$ cat src/rtl/cplx_add_arbiter.sv
// cplx_add_arbiter
// Shares one two-stage pipelined complex adder among NUM_REQ requesters.
// A round-robin arbiter grants at most one requester per cycle. Stage 1
// registers the winning operands and id. Stage 2 registers the sum and id
// and presents them downstream through a valid/ready handshake.
//
// Ports:
//   clk        clock, rising edge
//   rst_n      asynchronous active-low reset
//   req_valid  per-requester operand-pair valid
//   req_ready  one-hot grant; high only for the requester accepted this cycle
//   req_a      operand A, requester i at [i*2*DW +: 2*DW]
//   req_b      operand B, same packing as req_a
//   res_valid  result valid
//   res_ready  downstream accepts the result
//   res_data   complex sum: real in [2*DW-1:DW], imag in [DW-1:0]
//   res_id     index of the requester that produced res_data
//   busy       either pipeline stage holds a valid entry
//
// Build option: define CPLX_ARB_SAT_EN to make each component saturate on
// signed overflow. Without it, each component wraps modulo 2^DW. Latency is
// the same in both builds.
module cplx_add_arbiter #(
  parameter int NUM_REQ    = 4,
  parameter int DATA_WIDTH = 16
) (
  input  logic                                clk,
  input  logic                                rst_n,
  input  logic [NUM_REQ-1:0]                  req_valid,
  output logic [NUM_REQ-1:0]                  req_ready,
  input  logic [NUM_REQ*2*DATA_WIDTH-1:0]     req_a,
  input  logic [NUM_REQ*2*DATA_WIDTH-1:0]     req_b,
  output logic                                res_valid,
  input  logic                                res_ready,
  output logic [2*DATA_WIDTH-1:0]             res_data,
  output logic [$clog2(NUM_REQ)-1:0]          res_id,
  output logic                                busy
);

  localparam int DW  = DATA_WIDTH;
  localparam int CW  = 2 * DATA_WIDTH;
  localparam int IDW = $clog2(NUM_REQ);

  logic           s1_valid_q;
  logic [CW-1:0]  s1_a_q;
  logic [CW-1:0]  s1_b_q;
  logic [IDW-1:0] s1_id_q;
  logic           res_valid_q;
  logic [CW-1:0]  res_data_q;
  logic [IDW-1:0] res_id_q;
  logic [IDW-1:0] rr_ptr_q;
  logic [IDW-1:0] rr_ptr_d;

  logic               s1_en;
  logic               s2_en;
  logic               grant_found;
  logic [IDW-1:0]     grant_id;
  logic [IDW-1:0]     cand;
  logic [NUM_REQ-1:0] grant_oh;
  logic               accept;
  logic [CW-1:0]      sum_d;

  assign s2_en = !res_valid_q || res_ready;
  assign s1_en = !s1_valid_q || s2_en;

  // Rotating priority: the scan starts just after the last winner, so the
  // last winner has the lowest priority.
  always_comb begin
    grant_found = 1'b0;
    grant_id    = '0;
    cand        = '0;
    for (int k = 1; k <= NUM_REQ; k++) begin
      cand = IDW'((int'(rr_ptr_q) + k) % NUM_REQ);
      if (!grant_found && req_valid[cand]) begin
        grant_found = 1'b1;
        grant_id    = cand;
      end
    end
  end

  // The grant is qualified by rst_n so that req_ready stays low while reset
  // is asserted, even though stage 1 then appears empty.
  for (genvar gi = 0; gi < NUM_REQ; gi++) begin : g_grant
    assign grant_oh[gi] = rst_n && s1_en && grant_found && (grant_id == IDW'(gi));
  end

  assign req_ready = grant_oh;
  assign accept    = |grant_oh;
  assign rr_ptr_d  = accept ? grant_id : rr_ptr_q;

  // One component add. The sum is sign-extended by one bit, so a signed
  // overflow shows up as a mismatch between the top two bits.
  function automatic logic [DW-1:0] add_comp(input logic [DW-1:0] a, input logic [DW-1:0] b);
    logic [DW:0] ext;
    ext = {a[DW-1], a} + {b[DW-1], b};
`ifdef CPLX_ARB_SAT_EN
    if (ext[DW] != ext[DW-1]) begin
      return ext[DW] ? {1'b1, {(DW-1){1'b0}}} : {1'b0, {(DW-1){1'b1}}};
    end
`endif
    return ext[DW-1:0];
  endfunction

  assign sum_d = {add_comp(s1_a_q[CW-1:DW], s1_b_q[CW-1:DW]),
                  add_comp(s1_a_q[DW-1:0],  s1_b_q[DW-1:0])};

  always_ff @(posedge clk or negedge rst_n) begin
    if (!rst_n) begin
      s1_valid_q  <= 1'b0;
      s1_a_q      <= '0;
      s1_b_q      <= '0;
      s1_id_q     <= '0;
      res_valid_q <= 1'b0;
      res_data_q  <= '0;
      res_id_q    <= '0;
      rr_ptr_q    <= IDW'(NUM_REQ - 1);
    end else begin
      rr_ptr_q <= rr_ptr_d;
      if (s1_en) begin
        s1_valid_q <= accept;
        if (accept) begin
          s1_a_q  <= req_a[grant_id*CW +: CW];
          s1_b_q  <= req_b[grant_id*CW +: CW];
          s1_id_q <= grant_id;
        end
      end
      if (s2_en) begin
        res_valid_q <= s1_valid_q;
        res_data_q  <= sum_d;
        res_id_q    <= s1_id_q;
      end
    end
  end

  assign res_valid = res_valid_q;
  assign res_data  = res_data_q;
  assign res_id    = res_id_q;
  assign busy      = s1_valid_q | res_valid_q;

endmodule

$ cat config.mk
export PLATFORM = sky130hd
export DESIGN_NAME = cplx_add_arbiter
export DESIGN_NICKNAME = d
export VERILOG_FILES = /design/src/rtl/cplx_add_arbiter.sv
export SDC_FILE = /design/constraint.sdc
export NUM_CORES = 1
export LEC_CHECK = 0
export CAP_MARGIN = 20
export CORE_ASPECT_RATIO = 0.8
export CORE_MARGIN = 1
export CORE_UTILIZATION = 48
export CTS_CLUSTER_SIZE = 12
export DETAILED_ROUTE_END_ITERATION = 6
export HOLD_SLACK_MARGIN = 0.05
export PLACE_DENSITY_LB_ADDON = 0.15
export SYNTH_ARGS = -nofsm -noshare
export SYNTH_HDL_FRONTEND = slang
export SYNTH_SLANG_ARGS = --single-unit
$ cat constraint.sdc
create_clock -name clk -period 4.56 [get_ports clk]
set_input_delay 0.684 -clock clk [delete_from_list [all_inputs] [get_ports clk]]
set_output_delay 0.684 -clock clk [all_outputs]
set_load 0.005 [all_outputs]
==> out/qor.yml, run 1 <==
status: "finished, final reports clean"
via_count: 6228
synth_edf_count: 0
routedWlPerCell_um: 16.1
worstPathMaxFanout: 34
rsz0062_at_grt: "no"
diodes: 0
fmax_mhz: 255
dieArea_um2: 15900
max_stage_delay_ns: 0.84
post-cts-setup-buffers: 0
core-area_um2: 15000
finalSetupTns_ns: 0
ctsLongestPathBuffers: 2
cts-hold-fix-buffers: 0
leakagePower_nw: 4.84
synth-main-ff-cell: "dfrtp_1"
grt_pass1_wl_mm: 30.1
netlist.area_leader.share: 0.345
worst_pin_slew_ns: 1.08
syn_area_per_cell_um2: 10.7
drc_errors: 0
netlist_area_um2: 7400
crit_type: "primary input to output port"
max_slew_margin: 0.278
fin_nets: 1268
syn-num-nets: 986
tritoncts: "done"
crit_top_cell: "clkdlybuf4s50_1"
maxSlewViolCount: 0
crit_required_ns: 3.88
postRouteAntennaNets: 0
setup.worst_path.start_class: "primary input"
yosysWarnings: 0
drive_gt1_frac: 0.106
async_reset_ff_frac: 1.00
routabilityCongestion: 0.835
yosys.area.top_type: "dfrtp_1"
ys_types: 54
powerDensity_nw_per_um2: 553
final_cell_area_um2: 10900
cp_cell_sequence: "clkdlybuf4s50_1 -> o41ai_1 -> a21oi_4 -> nand2_1 -> nor2b_1 -> clkdlybuf4s50_1"
root_buffer: "clkbuf_16"
hp-class: "primary input to async pin"
multi_input_area_um2: 4600
max-cap-violations: 0
drt_iter0_drc: 225
grt_usage: 0.237
ys_ff_latch: 104
synth_area_leaders: "dfrtp_1, mux2i_1, mux2_2"
antenna_found_initial: 0
port_buffers: 302
grt_max_degree: 67
rows: 40
grt_pass1_vias: 6113
io_pins: 303
endpoint_kind: "output port"
clock_sink_count: 104
die_w_um: 141
ys_seq_area_frac: 0.352
area_growth_syn_to_layout_pct: 46.9
regArea_um2: 2610
dieHeight_um: 113
dpl-instance-area_um2: 10600
vias_per_cell: 5.34
period_needed_ns: 3.93
hold_viol: 0
initial_core_util: 0.493
routed_wl_mm: 18.8
cts_resized: 0
peakVddDrop_v: 0.000281
finalSetupViolations: 0
arrival_ns: 3.24
numCtsBuffers: 9
dr.pass1.iters: 4
cts_max_level: 3
clk_pin_slew_ns: 0.07
slowest_stage: "a21oi_4"
clk_latency_ns: 0.34
fin_skew_ns: 0.00819
dp_hpwl_mm: 14.6
fillerInstances: 1183
min_period_over_period: 0.862
grt_overflow_total: 0
synth_cells: 691
[cell families (layout without fill, tap and decap cells)]
| logic type | Yosys count | count (layout) | share of synthesized area |
|---|---|---|---|
| simple gates | 113 | 113 | 0.0748 |
| fa+ha+maj | 32 | 32 | 0.0562 |
| mux | 260 | 260 | 0.363 |
| xor+xnor | 19 | 19 | 0.0225 |
| buf+inv | 49 | 336 | 0.0320 |
| compound gates | 114 | 114 | 0.0995 |
| flops | 104 | 104 | 0.352 |
[path summary, 6_finish.rpt]
kind,from,endpoint,slack [ns],depth (start not counted)
hold / removal,rst_n,s1_valid_q,0.47,2
max in group asynchronous,rst_n,s1_b_q[6],2.93,3
setup reg to reg,s1_a_q[16],res_data[30],1.89,8
hold reg to reg,res_data[1],res_data[1],0.47,2
min in group clk,res_data[1],res_data[1],0.47,2
setup / recovery,req_valid[3],req_ready[3],0.63,6
[power breakdown]
group	internal, mW	switching, mW	total (mW)
registers	1.37	0.267	1.63
logic	1.91	1.71	3.62
clock network	0.427	0.334	0.761
[layout by cell type (no fill, tap or decap), drive strengths merged, types with 3 or more instances in the layout]
cell           netlist  routed
o21a                 4       4
mux2i              194     194
a21oi               23      23
nor3b                6       6
a211oi              11      11
a31oi                3       3
mux2                66      66
nor3                 3       3
a21o                14      14
ha                  30      30
xor2                 9       9
o211ai               3       3
o21ai               35      35
o21bai               5       5
inv                  9       9
nor2                22      22
nand2               47      47
or4b                 3       3
and2                 3       3
nor2b                3       3
or3                  6       6
xnor2               10      10
nand3                7       7
dfrtp              102     102
o31ai                3       3
buf                 25      10
clkdlybuf4s50        0     301
a31o                 3       3
clkbuf              15      13
[Yosys cell counts (all sizes together), types with 2 or more instances]
master,count
o211ai,3
nor2b,3
a21oi,23
fa,2
nor3b,6
o21a,4
and3,2
nor4b,2
nand3,7
inv,9
nor3,3
mux2,66
or2,2
ha,30
a21o,14
o21ai,35
nor2,22
o31ai,3
clkbuf,15
a31oi,3
dfrtp,102
and2,3
or4b,3
xor2,9
nand2,47
xnor2,10
o21bai,5
dfstp,2
or3,6
mux2i,194
nand2b,2
a31o,3
buf,25
nand4b,2
a211oi,11
[worst max-delay path: cells and delay by family]
| kind | cells | cell delay, ns |
|---|---|---|
| AOI/OAI and AO/OA | 2 | 1.01 |
| buffers and inverters | 2 | 1.06 |
| and+or+nand+nor | 2 | 0.48 |
[registers in the layout, indices dropped and copies added (netlist names)]
register,count
res_data,32
res_valid,1
rr_ptr_q,2
s1_valid_q,1
s1_b_q,32
res_id,2
s1_a_q,32
s1_id_q,2
[per-layer routing]
| layer | GRT usage | routed length [um] | part of all wire | vias up |
|---|---|---|---|---|
| li1 | - | - | - | 3111 |
| met1 | 0.301 | 8490 | 0.45 | 2904 |
| met2 | 0.420 | 9030 | 0.48 | 199 |
| met3 | 0.0491 | 1140 | 0.060 | 14 |
| met4 | 0.0449 | 147 | 0.0078 | 0 |
| met5 | 0 | 0 | 0 | - |
[cell type report]
class                   count  share of cell area
inverters                   9             0.00311
clock inverters             3             0.00415
well taps                 189              0.0218
multi-input cells         538               0.424
repair buffers            311               0.285
clock buffers              13              0.0221
flip-flops and latches    104               0.240
[per-stage QoR]
stage	power, mW	setup slack, ns	instances	hold WS, ns	utilization
2_1_floorplan	4.11	2.12	691	0.388	-
3_3_place_gp	5.14	0.718	1151	0.449	0.705
3_5_place_dp	5.25	0.628	1151	0.456	0.705
4_1_cts	6.04	0.618	1167	0.472	0.724
5_1_grt	6.48	0.406	1167	0.503	0.724
6_report	6.01	0.631	1167	0.467	0.724
No activity file was read; power rests on OpenSTA's default activity.
==> run 2: changes to the inputs <==
--- a/config.mk
+++ b/config.mk
@@ -6,9 +6,11 @@
 export NUM_CORES = 1
 export LEC_CHECK = 0
 export CAP_MARGIN = 20
+export CELL_PAD_IN_SITES_DETAIL_PLACEMENT = 2
+export CELL_PAD_IN_SITES_GLOBAL_PLACEMENT = 2
 export CORE_ASPECT_RATIO = 0.8
 export CORE_MARGIN = 1
-export CORE_UTILIZATION = 48
+export CORE_UTILIZATION = 28
 export CTS_CLUSTER_SIZE = 12
 export DETAILED_ROUTE_END_ITERATION = 6
 export HOLD_SLACK_MARGIN = 0.05
==> out/qor.yml, run 2 (synthesized netlist as in run 1, its figures left out) <==
status: "finished, final reports clean"
worst_pin_slew_ns: 0.994
clk_latency_ns: 0.36
final_common_cell: "clkdlybuf4s50_1"
grt_pass1_wl_mm: 38.1
period_needed_ns: 3.37
tritoncts: "done"
grt_usage: 0.179
min_period_over_period: 0.738
fin_util: 0.432
antenna_found_initial: 0
drive_gt1_frac: 0.110
arrival_ns: 2.68
cts-hold-fix-buffers: 0
drc_errors: 0
initial_core_util: 0.289
port_buffers: 302
fin_skew_ns: 0.00789
hp-class: "flip-flop to flip-flop"
vias_per_cell: 4.85
post-cts-setup-buffers: 0
worstPathMaxFanout: 8
dr.pass1.iters: 4
grt_overflow_total: 0
powerDensity_nw_per_um2: 554
root_buffer: "clkbuf_16"
rows: 52
routabilityCongestion: 0.705
max_slew_margin: 0.338
finalSetupViolations: 0
dp_hpwl_mm: 18.5
dieHeight_um: 147
area_growth_syn_to_layout_pct: 49.6
via_count: 6450
setup.worst_path.start_class: "primary input"
fin_nets: 1268
io_pins: 303
grt_max_degree: 71
hold_viol: 0
rsz0062_at_grt: "no"
core-area_um2: 25600
postRouteAntennaNets: 0
max-cap-violations: 0
numCtsBuffers: 9
hold_slack_ns: 0.471
routedWlPerCell_um: 17.8
ctsLongestPathBuffers: 2
grt_pass1_vias: 7093
clk_pin_slew_ns: 0.08
clock_sink_count: 104
maxSlewViolCount: 0
crit_required_ns: 3.88
layout_common_cells: "clkdlybuf4s50_1, mux2i_1, dfrtp_1"
endpoint_kind: "output port"
fmax_mhz: 297
die_w_um: 184
peakVddDrop_v: 0.000200
drt_iter0_drc: 160
dieArea_um2: 27100
crit_type: "primary input to output port"
cts_max_level: 3
finalSetupTns_ns: 0
diodes: 0
cts_resized: 0
leakagePower_nw: 4.86
routed_wl_mm: 23.6
[run 2: changes by cell type in the layout (fill, tap and decap cells not counted)]
cell        change
clkbuf_1        -4
clkinv_4        +2
clkinvlp_4      -2
inv_6           +2
inv_8           +2
bufinv_16       -1
clkinv_2        +1
[run 2: routing by layer]
layer  part of all wire  track usage
met5                  0            0
met1               0.47        0.235
met3              0.071       0.0532
met2               0.45        0.292
met4             0.0075       0.0317
[run 2: area by class of cell]
| class | count | area, um^2 |
|---|---|---|
| fill | 2739 | 14600 |
| multi-input combinational | 538 | 4600 |
| timing repair buffer | 311 | 3100 |
| sequential | 104 | 2610 |
| tap | 351 | 439 |
| clock buffer | 9 | 225 |
| clock inverter | 7 | 62.6 |
| inverter | 9 | 33.8 |
[run 2: critical path: stages]
cell	delay, ns
clkdlybuf4s50_1	0.50
o41ai_1	0.70
a21oi_4	0.13
nand2_1	0.17
nor2b_1	0.06
clkdlybuf4s50_1	0.44
[run 2: worst paths after layout]
check / startpoint / slack (ns) / to / cells after the start
setup / recovery: req_valid[3] / 1.19 / req_ready[3] / 6
hold / removal: res_data[16] / 0.47 / res_data[16] / 2
setup reg to reg: s1_a_q[16] / 1.85 / res_data[30] / 8
hold reg to reg: res_data[16] / 0.47 / res_data[16] / 2
max in group asynchronous: rst_n / 2.90 / s1_b_q[23] / 3
min in group asynchronous: rst_n / 0.50 / res_id[0] / 2
[run 2: power breakdown]
group          total, mW  switching (mW)  internal, mW  leakage [nW]
combinational       3.71            1.79          1.92          3.50
clock              0.774           0.390         0.384         0.144
sequential          1.64           0.274          1.36          1.22
total               6.13            2.46          3.67          4.86
[run 2: per-stage QoR]
stage	std cells	total power, mW	worst slack, ns	instance area, um^2
after floorplan	691	4.11	2.12	7400
after global placement	1313	5.31	1.29	10800
after detailed placement	1313	5.41	1.21	10800
after CTS	1329	6.25	1.19	11100
after global routing	1329	6.68	1.10	11100
final	1329	6.13	1.19	11100
==> run 3: changes to the inputs <==
--- a/config.mk
+++ b/config.mk
@@ -10,7 +10,7 @@
 export CELL_PAD_IN_SITES_GLOBAL_PLACEMENT = 2
 export CORE_ASPECT_RATIO = 0.8
 export CORE_MARGIN = 1
-export CORE_UTILIZATION = 28
+export CORE_UTILIZATION = 24
 export CTS_CLUSTER_SIZE = 12
 export DETAILED_ROUTE_END_ITERATION = 6
 export HOLD_SLACK_MARGIN = 0.05
==> constraint.sdc (replaced) <==
create_clock -name clk -period 2.8 [get_ports clk]
set_input_delay 0.42 -clock clk [delete_from_list [all_inputs] [get_ports clk]]
set_output_delay 0.42 -clock clk [all_outputs]
set_load 0.005 [all_outputs]
==> out/qor.yml, run 3 (synthesized netlist as in run 1, its figures left out) <==
status: "finished, final reports clean"
area_growth_syn_to_layout_pct: 53.2
crit_type: "flip-flop to flip-flop"
initial_core_util: 0.244
drc_errors: 0
root_buffer: "clkbuf_16"
routed_wl_mm: 23.9
grt_overflow_total: 0
layoutNonFillerInstCount: 1406
max-cap-violations: 0
core-area_um2: 30300
layout_common_cells: "clkdlybuf4s50_1, mux2i_1, dfrtp_1"
tritoncts: "done"
io_pins: 303
hold_slack_ns: 0.140
rsz0062_at_grt: "yes"
ctsLongestPathBuffers: 2
setup.worst_path.start_class: "flip-flop"
final_common_cell: "clkdlybuf4s50_1"
dieArea_um2: 31500
rows: 57
drive_gt1_frac: 0.129
dp.cells: 1390
fin_nets: 1283
routedWlPerCell_um: 17.0
grt_pass1_wl_mm: 39.2
numCtsBuffers: 9
max_slew_margin: 0.345
slowest_stage: "or4b_1"
die_w_um: 198
postRouteAntennaNets: 0
antenna_found_initial: 0
worst_pin_slew_ns: 0.982
max_stage_delay_ns: 0.48
dp_hpwl_mm: 18.9
fin_util: 0.374
grt_usage: 0.156
maxSlewViolCount: 0
diodes: 0
powerDensity_nw_per_um2: 898
drt_iter0_drc: 155
hp-class: "primary input to async pin"
grt_max_degree: 69
endpoint_kind: "flip-flop"
cts-hold-fix-buffers: 0
critPathBufInv: 0
cts_max_level: 3
fmax_mhz: 374
cp_cell_sequence: "ha_1 -> fa_1 -> a211oi_2 -> nor4_1 -> o32ai_2 -> o21ai_1 -> or4b_1 -> nand3_1"
total_power_mw: 10.2
routabilityCongestion: 0.726
worstPathMaxFanout: 3
clk_latency_ns: 0.35
post-cts-setup-buffers: 0
fin_skew_ns: 0.00606
critPathTopFamily: "compound AO/OA/AOI/OAI gates"
pre_cts_slack_ns: 0.0527
via_count: 6452
vias_per_cell: 4.59
peakVddDrop_v: 0.000342
clock_sink_count: 104
setup_ws_ns: 0.129
crit_required_ns: 3.09
hold_viol: 0
clk_pin_slew_ns: 0.07
arrival_ns: 2.96
grt_pass1_vias: 7249
dr.pass1.iters: 4
dieHeight_um: 159
leakagePower_nw: 4.95
period_needed_ns: 2.67
min_period_over_period: 0.954
regToRegSetupSlack_ns: 0.13
port_buffers: 302
finalSetupViolations: 0
[run 3: cell types whose count changed in the layout (fill, tap and decap cells not counted), sizes merged]
cell	previous run	this run
buf	10	25
clkbuf	9	12
inv	13	11
clkinv	3	2
[run 3: worst reg2reg max path, stage by stage, from the launching register on]
cell and delay (ns):
dfrtp_1 0.38, ha_1 0.25, fa_1 0.46, a211oi_2 0.29, nor4_1 0.15, o32ai_2 0.36, o21ai_1 0.17, or4b_1 0.48
nand3_1 0.09
[run 3: cell type report]
| cell class | count | area, um^2 |
|---|---|---|
| Clock inverter | 4 | 35.0 |
| Multi-Input combinational cell | 538 | 4620 |
| Clock buffer | 12 | 267 |
| Timing Repair Buffer | 326 | 3250 |
| Fill cell | 3280 | 19000 |
| Sequential cell | 104 | 2610 |
| Inverter | 9 | 33.8 |
| Tap cell | 413 | 517 |
[run 3: path summary, 6_finish.rpt]
| path | depth (start not counted) | endpoint | startpoint |
|---|---|---|---|
| worst min register to register | 2 | res_data[17] | res_data[17] |
| worst max-delay path | 8 | res_data[30] | s1_a_q[16] |
| worst max register to register | 8 | res_data[30] | s1_a_q[16] |
| min in group clk | 4 | s1_valid_q | rst_n |
| max in group asynchronous | 3 | res_data[13] | rst_n |
| worst min-delay path | 2 | s1_a_q[29] | rst_n |
[run 3: power breakdown]
part	leakage [nW]	switching (mW)	total (mW)	internal [mW]
clock network	0.150	0.603	1.29	0.688
registers	1.22	0.461	2.68	2.22
logic	3.58	2.98	6.20	3.22
total	4.95	4.05	10.2	6.13
[run 3: routing by layer]
metal | global-route usage | part of all wire | up-vias
li1 | - | - | 3133
met5 | 0 | 0 | -
met3 | 0.0424 | 0.066 | 12
met2 | 0.247 | 0.44 | 178
met4 | 0.0254 | 0.0066 | 0
met1 | 0.215 | 0.49 | 3129
[run 3: what timing repair did]
action / in CTS / in global routing
resized for setup: 1 / 3
pin swaps: 0 / 1
endpoints found under the setup margin: 1 / 4
[run 3: metrics by stage]
step	area [um^2]	setup TNS [ns]
after floorplan	7400	0
after global placement	11000	0
after detailed placement	11000	0
after CTS	11300	0
after global routing	11300	-0.00847
final	11300	0
